### src/rtl/mac_pkg.sv
// Shared constants, types and the round-robin pick helper for the MAC arbiter.
package mac_pkg;
   localparam int MAC_DEFAULT_WIDTH   = 16;
   localparam int MAC_DEFAULT_LATENCY = 3;
   localparam int MAC_DEFAULT_NUM_REQ = 4;
   localparam int MAC_MAX_REQ         = 32;

   typedef logic [$clog2(MAC_DEFAULT_NUM_REQ)-1:0] mac_id_t;

   // Returns the first valid index after 'last' (wrapping), or -1 when none is valid.
   function automatic int rr_pick(input logic [MAC_MAX_REQ-1:0] valid,
                                  input int last,
                                  input int num_req);
      int         pick;
      logic [4:0] idx;
      pick = -1;
      // Walk from far to near so the nearest valid index is the one left standing.
      for (int k = MAC_MAX_REQ; k >= 1; k--) begin
         if (k <= num_req) begin
            idx = 5'((last + k) % num_req);
            if (valid[idx]) pick = int'(idx);
         end
      end
      return pick;
   endfunction
endpackage

### src/rtl/mac_arbiter_if.sv
// Request/response bundle between the effect stages and the shared MAC arbiter.
interface mac_arbiter_if
   import mac_pkg::*;
#(
   parameter int NUM_REQ    = MAC_DEFAULT_NUM_REQ,
   parameter int DATA_WIDTH = MAC_DEFAULT_WIDTH
);
   localparam int ID_WIDTH = $clog2(NUM_REQ);

   logic [NUM_REQ-1:0]            req_valid;
   logic [NUM_REQ-1:0]            req_ready;
   logic [NUM_REQ*DATA_WIDTH-1:0] req_a;
   logic [NUM_REQ*DATA_WIDTH-1:0] req_b;
   logic                          resp_valid;
   logic [ID_WIDTH-1:0]           resp_id;
   logic [DATA_WIDTH-1:0]         resp_data;
   logic                          busy;

   modport master (
      output req_valid, req_a, req_b,
      input  req_ready, resp_valid, resp_id, resp_data, busy
   );

   modport slave (
      input  req_valid, req_a, req_b,
      output req_ready, resp_valid, resp_id, resp_data, busy
   );
endinterface

### src/rtl/mul_pipe.sv
// Fixed-latency signed Q1.(W-1) multiplier with valid/ID shift register.
// Define CRUSH_MAC_SATURATE_EN to clamp the min*min product to max positive.
module mul_pipe
   import mac_pkg::*;
#(
   parameter int DATA_WIDTH = MAC_DEFAULT_WIDTH,
   parameter int LATENCY    = MAC_DEFAULT_LATENCY,
   parameter int ID_WIDTH   = 2
) (
   input  logic                         clk,
   input  logic                         srst,
   input  logic                         in_valid,
   input  logic signed [DATA_WIDTH-1:0] a,
   input  logic signed [DATA_WIDTH-1:0] b,
   input  logic [ID_WIDTH-1:0]          in_id,
   output logic                         out_valid,
   output logic [DATA_WIDTH-1:0]        product,
   output logic [ID_WIDTH-1:0]          out_id,
   output logic                         busy
);
   logic signed [2*DATA_WIDTH-1:0] full_prod;
   logic [DATA_WIDTH-1:0]          prod_next;
   logic                           unused_prod_bits;

   logic [LATENCY-1:0]    valid_reg;
   logic [ID_WIDTH-1:0]   id_reg   [LATENCY];
   logic [DATA_WIDTH-1:0] data_reg [LATENCY];

   // Keeping bits [2W-2:W-1] is an arithmetic shift by W-1 with floor truncation.
   always_comb begin
      full_prod = a * b;
      prod_next = full_prod[2*DATA_WIDTH-2:DATA_WIDTH-1];
`ifdef CRUSH_MAC_SATURATE_EN
      if (a == {1'b1, {(DATA_WIDTH-1){1'b0}}} && b == {1'b1, {(DATA_WIDTH-1){1'b0}}})
         prod_next = {1'b0, {(DATA_WIDTH-1){1'b1}}};
`endif
   end

   assign unused_prod_bits = ^{full_prod[2*DATA_WIDTH-1], full_prod[DATA_WIDTH-2:0]};

   // Payload only advances alongside a valid bit, so the last result holds between pulses.
   always_ff @(posedge clk) begin
      if (srst) begin
         valid_reg <= '0;
         for (int k = 0; k < LATENCY; k++) begin
            id_reg[k]   <= '0;
            data_reg[k] <= '0;
         end
      end else begin
         valid_reg[0] <= in_valid;
         if (in_valid) begin
            id_reg[0]   <= in_id;
            data_reg[0] <= prod_next;
         end
         for (int k = 1; k < LATENCY; k++) begin
            valid_reg[k] <= valid_reg[k-1];
            if (valid_reg[k-1]) begin
               id_reg[k]   <= id_reg[k-1];
               data_reg[k] <= data_reg[k-1];
            end
         end
      end
   end

   assign out_valid = valid_reg[LATENCY-1];
   assign out_id    = id_reg[LATENCY-1];
   assign product   = data_reg[LATENCY-1];
   assign busy      = |valid_reg;
endmodule

### src/rtl/mac_arbiter.sv
// Round-robin arbiter sharing one pipelined signed multiplier among NUM_REQ requesters.
// Optional min*min saturation is enabled by defining CRUSH_MAC_SATURATE_EN.
module mac_arbiter
   import mac_pkg::*;
#(
   parameter int NUM_REQ    = MAC_DEFAULT_NUM_REQ,
   parameter int DATA_WIDTH = MAC_DEFAULT_WIDTH,
   parameter int LATENCY    = MAC_DEFAULT_LATENCY
) (
   input  logic          clk,
   input  logic          reset,
   mac_arbiter_if.slave  bus
);
   localparam int ID_WIDTH = $clog2(NUM_REQ);

   logic [ID_WIDTH-1:0]    last_grant_reg;
   logic [ID_WIDTH-1:0]    last_grant_next;
   logic [ID_WIDTH-1:0]    grant_id;
   logic                   grant_any;
   logic [MAC_MAX_REQ-1:0] valid_ext;
   int                     pick;
   logic                   unused_pick_bits;
   logic [DATA_WIDTH-1:0]  a_arr [NUM_REQ];
   logic [DATA_WIDTH-1:0]  b_arr [NUM_REQ];

   generate
      for (genvar gi = 0; gi < NUM_REQ; gi++) begin : g_unpack
         assign a_arr[gi] = bus.req_a[gi*DATA_WIDTH +: DATA_WIDTH];
         assign b_arr[gi] = bus.req_b[gi*DATA_WIDTH +: DATA_WIDTH];
      end
   endgenerate

   always_comb begin
      valid_ext                = '0;
      valid_ext[NUM_REQ-1:0]   = bus.req_valid;
      pick                     = rr_pick(valid_ext, int'(last_grant_reg), NUM_REQ);
      grant_any                = (pick >= 0) && !reset;
      grant_id                 = grant_any ? pick[ID_WIDTH-1:0] : '0;
      bus.req_ready            = '0;
      if (grant_any) bus.req_ready[grant_id] = 1'b1;
      last_grant_next          = grant_any ? grant_id : last_grant_reg;
   end

   assign unused_pick_bits = ^pick[31:ID_WIDTH];

   // Pointer at NUM_REQ-1 makes requester 0 the first candidate out of reset.
   always_ff @(posedge clk) begin
      if (reset) last_grant_reg <= ID_WIDTH'(NUM_REQ - 1);
      else       last_grant_reg <= last_grant_next;
   end

   mul_pipe #(
      .DATA_WIDTH (DATA_WIDTH),
      .LATENCY    (LATENCY),
      .ID_WIDTH   (ID_WIDTH)
   ) u_mul_pipe (
      .clk       (clk),
      .srst      (reset),
      .in_valid  (grant_any),
      .a         (a_arr[grant_id]),
      .b         (b_arr[grant_id]),
      .in_id     (grant_id),
      .out_valid (bus.resp_valid),
      .product   (bus.resp_data),
      .out_id    (bus.resp_id),
      .busy      (bus.busy)
   );
endmodule

### src/flat_wrapper.sv
// flat-port wrapper written by rule: the top's interface ports become plain ports
module mac_arbiter_flat import mac_pkg::*;
#(
   parameter int NUM_REQ    = MAC_DEFAULT_NUM_REQ,
   parameter int DATA_WIDTH = MAC_DEFAULT_WIDTH,
   parameter int LATENCY    = MAC_DEFAULT_LATENCY
)
  (clk, reset, bus_req_valid, bus_req_a, bus_req_b, bus_req_ready, bus_resp_valid, bus_resp_id, bus_resp_data, bus_busy);
  mac_arbiter_if #(.NUM_REQ(NUM_REQ), .DATA_WIDTH(DATA_WIDTH)) bus_i ();
  input  logic clk;
  input  logic reset;
  input wire logic [$bits(bus_i.req_valid)-1:0] bus_req_valid;
  input wire logic [$bits(bus_i.req_a)-1:0] bus_req_a;
  input wire logic [$bits(bus_i.req_b)-1:0] bus_req_b;
  output wire logic [$bits(bus_i.req_ready)-1:0] bus_req_ready;
  output wire logic [$bits(bus_i.resp_valid)-1:0] bus_resp_valid;
  output wire logic [$bits(bus_i.resp_id)-1:0] bus_resp_id;
  output wire logic [$bits(bus_i.resp_data)-1:0] bus_resp_data;
  output wire logic [$bits(bus_i.busy)-1:0] bus_busy;
  assign bus_i.req_valid = bus_req_valid;
  assign bus_i.req_a = bus_req_a;
  assign bus_i.req_b = bus_req_b;
  assign bus_req_ready = bus_i.req_ready;
  assign bus_resp_valid = bus_i.resp_valid;
  assign bus_resp_id = bus_i.resp_id;
  assign bus_resp_data = bus_i.resp_data;
  assign bus_busy = bus_i.busy;
  mac_arbiter #(.NUM_REQ(NUM_REQ), .DATA_WIDTH(DATA_WIDTH), .LATENCY(LATENCY)) u_core (.clk(clk), .reset(reset), .bus(bus_i));
endmodule
### config.mk
export PLATFORM = sky130hd
export DESIGN_NAME = mac_arbiter_flat
export DESIGN_NICKNAME = d
export VERILOG_FILES = /design/src/rtl/mac_pkg.sv /design/src/rtl/mac_arbiter_if.sv /design/src/rtl/mul_pipe.sv /design/src/rtl/mac_arbiter.sv /design/src/flat_wrapper.sv
export SDC_FILE = /design/constraint.sdc
export NUM_CORES = 1
export LEC_CHECK = 0
export BUFFER_PORTS_ARGS = -buffer_cell sky130_fd_sc_hd__clkbuf_2
export CAP_MARGIN = 20
export CORE_UTILIZATION = 61
export CTS_BUF_LIST = sky130_fd_sc_hd__clkbuf_4 sky130_fd_sc_hd__clkbuf_8
export CTS_CLUSTER_DIAMETER = 50
export DETAILED_ROUTE_END_ITERATION = 16
export PLACE_DENSITY = 0.83
export REMOVE_ABC_BUFFERS = 1
export SYNTH_ARGS = -nofsm -noshare
export SYNTH_HDL_FRONTEND = slang
export SYNTH_HIERARCHICAL = 1
export SYNTH_SLANG_ARGS = --single-unit
### constraint.sdc
create_clock -name clk -period 13.7 [get_ports clk]
set_input_delay 0.685 -clock clk [delete_from_list [all_inputs] [get_ports clk]]
set_output_delay 0.685 -clock clk [all_outputs]
set_load 0.02 [all_outputs]
# Word-level counts from Yosys, hierarchy flattened
# Memories as Yosys holds them, arrays and structs flattened.
# Index checks and enable logic that the tools add are counted.
[op_classes]
bitwise_logic = 11
addsub = 4
mux = 39
n_reduce_logical = 8
n_lt_le_gt_ge = 8
n_mul = 1
[op_table]
columns = ["operator", "n"]
rows = [
  ["2-to-1 mux 32 bit", 4],
  ["2-to-1 mux 16 bit", 7],
  ["binary-select mux 16 bit (select 2 bit)", 2],
  [">= comparator 32 x 1 -> 1 bit, second input constant", 1],
  ["multiplier 16 x 16 -> 31 bit", 1],
  ["less-than comparator 5 x 6 -> 1 bit, second input constant", 4],
  ["2-to-1 mux 1 bit", 16],
  ["binary-select mux 1 bit (select 3 bit)", 4],
  ["2-to-1 mux 2 bit", 4],
  ["OR reduction 2 bit", 4],
  ["OR 1 bit", 6],
  ["adder 2 x 1 -> 2 bit, second input constant", 2],
  ["adder 2 bit, second input constant", 2],
  ["AND 1 bit, first input constant", 4],
  ["2-to-1 mux 4 bit", 1],
  [">= comparator 3 bit, second input constant", 1],
  ["less-than comparator 2 x 3 -> 1 bit, second input constant", 1],
  ["NOT 2 -> 3 bit", 1],
  ["OR reduction 3 bit", 1],
  ["demux 1 bit (select 2 bit)", 1],
  [">= comparator 2 x 1 -> 1 bit, second input constant", 1],
  ["logical AND 1 bit", 2],
  ["logical NOT 1 bit", 1],
]
[totals]
memories = 2
ram_bits = 54
wordCells = 75
register_bits = 5
[memory_table]
columns = ["name", "depth", "width", "read_ports", "rd_ports_with_merged_regs", "write_ports", "line_no", "text"]
rows = [
  ["u_core.u_mul_pipe.data_reg", 3, 16, 3, 0, 3, "mul_pipe.sv:27", "logic [DATA_WIDTH-1:0] data_reg [LATENCY];"],
  ["u_core.u_mul_pipe.id_reg", 3, 2, 3, 0, 3, "mul_pipe.sv:26", "logic [ID_WIDTH-1:0] id_reg [LATENCY];"],
]

# Logic depth before layout (Yosys ltp)
[logic_depth]
ltp_word = 18
mapped_depth = 30
ltp_nobuf = 26

# By module
# Netlist, hierarchy kept.
[by_module_without_submodules]
columns = ["mod", "instances", "cells_each", "seq_area_each_um2", "area_each_um2"]
rows = [
  ["mul_pipe", 1, 1185, 1681.6, 11628.7],
  ["mac_arbiter", 1, 170, 40.0, 1313.8],
]

# Least setup slack after synthesis
# No wires, ideal clock.
[synth_path]
path_kind = "input-to-reg"
start = "input port bus_req_valid[1]"
end = "memory u_core/u_mul_pipe/data_reg[0][12] (netlist name), data pin"
t_required_ps = 13428
cell_stages = 28
arrival_ps = 7597
setup_slack_ps = 5831
n_path_buf = 3
setup_ps = 272
path_cell_list = "nor2b_1 o21ba_2 nor3_1 buf_6 buf_2 mux2i_1 o221ai_2 clkbuf_1 nand2_1 inv_1 fa_1 inv_1 fa_1 inv_1 fa_1 fa_1 fa_1 inv_1 fa_1 inv_1 ha_1 a21oi_1 o21ai_1 nor4_2 a211oi_2 o21a_1 o311ai_0 o31ai_1"
[synth_rtl]
columns = ["item", "line_no", "text"]
rows = [
  ["start: declaration", "flat_wrapper.sv:12", "input wire logic [$bits(bus_i.req_valid)-1:0] bus_req_valid;"],
  ["end: declaration", "mul_pipe.sv:27", ""],
]

==> results.md <==
• finished clean — status
• 0 — antenna viol nets, final
• 36 — worst-path maximum fanout
• 54 — number of flops mapped to enable cells by yosys
• 0 — post_cts resized
• 5.496 — vias per std cell
• 147.7 um — width of the chip
• u_core/last_grant_reg[0] — worst reg2reg path startpoint
• 48 — number of flip-flops in the largest register
• 50 ps — CTS clock-pin slew for the worst setup and hold paths
• no — RSZ-0062 raised after global routing
• 0 — ys async rst share
• 0 — number of pins with negative max-slew slack in the final report
• 0 ps — final setup TNS
• 0 — antenna violations before repair
• 0.3944 — Yosys top cell area share
• 0.6315 — initial standard-cell utilization of the core
• 0.1557 — share of post-route cells with drive strength above 1
• 48.60 mm — global-route wire length before repair
• 12,940 sq um — post-synthesis instance area
• fa_1 — cell type with the largest total area after synthesis
• 6 — count of synthesis-stage warnings from yosys
• built — clock tree from TritonCTS
• 9,530 — number of vias in the routed layout
• 0.8882 — Final Wtd Congestion
• 59 — number of sinks driven by the clock tree
• fa_1, edfxtp_1, inv_1 — cell types with the largest area share after synthesis
• 9170 ps — critical path arrival
• 0.2329 — worst slew margin relative to its limit
• 540 — drt first-iter violations
• 23.30 mm — post-DP HPWL
• 0.6803 — final core utilization
• 0 — number of setup violations in the final report
• primary input — kind of start point of the critical path
• u_core/u_mul_pipe/data_reg[0][12] — capture point of the worst reg-to-reg path
• 157 — # port buffers
• 59 — post-synthesis sequential element count
• 1 — WHS Path Cells
• 0 — buffer count from post-CTS setup fixing
• 0.6665 — share of the clock period used by the worst path after layout
• 13,740 ps — critical path required time
• 0.2857 — GRT Overall Usage
• 7.724% — Area Overhead vs Synth
• inv_1 — most frequent standard cell in the layout excluding fill and tap cells
• 9131 ps — crit path time final
• u_core/u_mul_pipe/data_reg[0][28] — hold path endpoint
• edfxtp_1 — Most used DFF post-synth
• 10,478 — number of global-route vias before repair
• 6.575 ps — setup clock skew after layout
• 20,490 sq um — placeable core region
• 28.76 mm — total detailed-routing wirelength
• 0.1095 GHz — maximum clock rate
• 26 — count of cells along the worst register-to-register path
• 320 ps — clock latency at the later pin of the worst-skew pair
• 0 — hold buffer count at CTS
• 9.552 sq um — Post-Synthesis Mean Instance Area
• 4740 ps — reg-to-reg slack, setup
• 56 — count of distinct cell types in the synthesized netlist
• reg2reg — worst hold-check path type
• 0 — gr ovfl total
• 9 — number of buffers inserted during clock tree synthesis
• 1,589 — number of fill cells in the layout
• u_core/u_mul_pipe/data_reg[0][12] — critical hold path startpoint
• in2reg — Crit Path Category
• 52 — number of rows created at floorplan
• 0 — diodes inserted
• 5 — Pre-Repair DR Iteration Count
• 1,355 — number of cells produced by synthesis
• 48 — pin count of the biggest net entering global routing
• 158 — num ports
• 1,925 — final-stage net count
• clkbuf_8 — clock tree root buffer cell
• 147.7 um — Vert. Die Dim
• 1151 ps — transition at the pin with the smallest max-transition slack
• 21,800 sq um — area of the die
• register — sort of element at the end of the critical path
• 3 — H-Tree Depth
• 16.59 um — average routed wire per standard cell
• 0 — DRC
• 0 — number of maximum-capacitance constraint violations
• 2 — buffer levels on the longest clock path
• 0.1330 — register area share after synthesis
• 0 — final hold violations
• inv_1, fa_1, nand2_1 — most used cells in the layout excluding fill and tap cells
[synthesized netlist by cell type, drive strengths merged, types with 6 or more instances]
cell,n
xnor2,12
nor2,26
nor3,19
nand3,8
fa,255
inv,333
buf,28
nand2,167
a21oi,17
nand2b,10
clkbuf,43
o221ai,32
ha,77
a21o,6
mux2i,35
o21ai,11
edfxtp,54
o21a,6
nor2b,7
and2,155
[logic make-up after synthesis]
logic type	count (synthesis)	share of synthesized area
AO/OA/AOI/OAI	96	0.07067
XOR/XNOR	17	0.01324
adder cells (fa/ha/maj)	332	0.4689
buffers and inverters	404	0.1258
flip-flops	59	0.1330
multiplexers	35	0.02707
AND/OR/NAND/NOR	412	0.1613
[worst max-delay path by stage]
stage                      from                           endpoint  slack (ps)  depth (start not counted)
2_1_floorplan  bus_req_valid[1]  u_core/u_mul_pipe/data_reg[0][12]        1980                         25
3_3_place_gp   bus_req_valid[1]  u_core/u_mul_pipe/data_reg[0][12]        4560                         23
3_5_place_dp   bus_req_valid[1]  u_core/u_mul_pipe/data_reg[0][12]        4270                         27
4_1_cts        bus_req_valid[1]  u_core/u_mul_pipe/data_reg[0][12]        4590                         27
5_1_grt        bus_req_valid[1]  u_core/u_mul_pipe/data_reg[0][12]        4100                         27
6_report       bus_req_valid[1]  u_core/u_mul_pipe/data_reg[0][12]        4570                         27
[layout make-up]
cell class	count	area [sq um]	share of cell area
sequential	59	1722	0.1235
multi-input combinational	892	9612	0.6894
tap	270	337.8	0.02423
timing repair buffer	164	838.3	0.06013
inverter	333	1250	0.08965
clock buffer	16	182.7	0.01310
[critical path, cell delays in order]
cell and delay [ps]:
clkbuf_2 100, nor2b_1 140, o21ba_2 250, nor3_2 100, buf_4 480, or3b_2 890
o221ai_2 480, nand2_1 260, inv_1 110, fa_1 740, inv_1 110, fa_1 740
inv_1 200, fa_1 500, fa_1 510, fa_1 490, inv_1 50, fa_1 470
inv_1 40, ha_1 330, a21oi_1 160, o21ai_1 110, nor4_2 340, a211oi_2 140
o21a_1 260, o311ai_0 330, o31ai_1 140
[routing by layer]
metal / wire (um) / global-route usage / up-vias
met2: 14870 / 0.5092 / 395
met3: 1847 / 0.03951 / 91
li1: - / - / 4290
met5: 0 / 0 / -
met1: 10620 / 0.3377 / 4754
met4: 1420 / 0.1459 / 0
[through the flow]
stage	cell area, sq um	hold WS (ps)	cells	setup WS (ps)
after CTS	13930	514.8	1733	4589
after global placement	13750	499.4	1717	4556
after global routing	13940	530.5	1734	4103
final	13940	513.9	1734	4569
after detailed placement	13750	501.4	1717	4267
after floorplan	12560	472.8	1284	1981
Power is left out: the tool's default activity adds up to more than one toggle a clock period on the data nets, which glitch-free logic cannot reach.
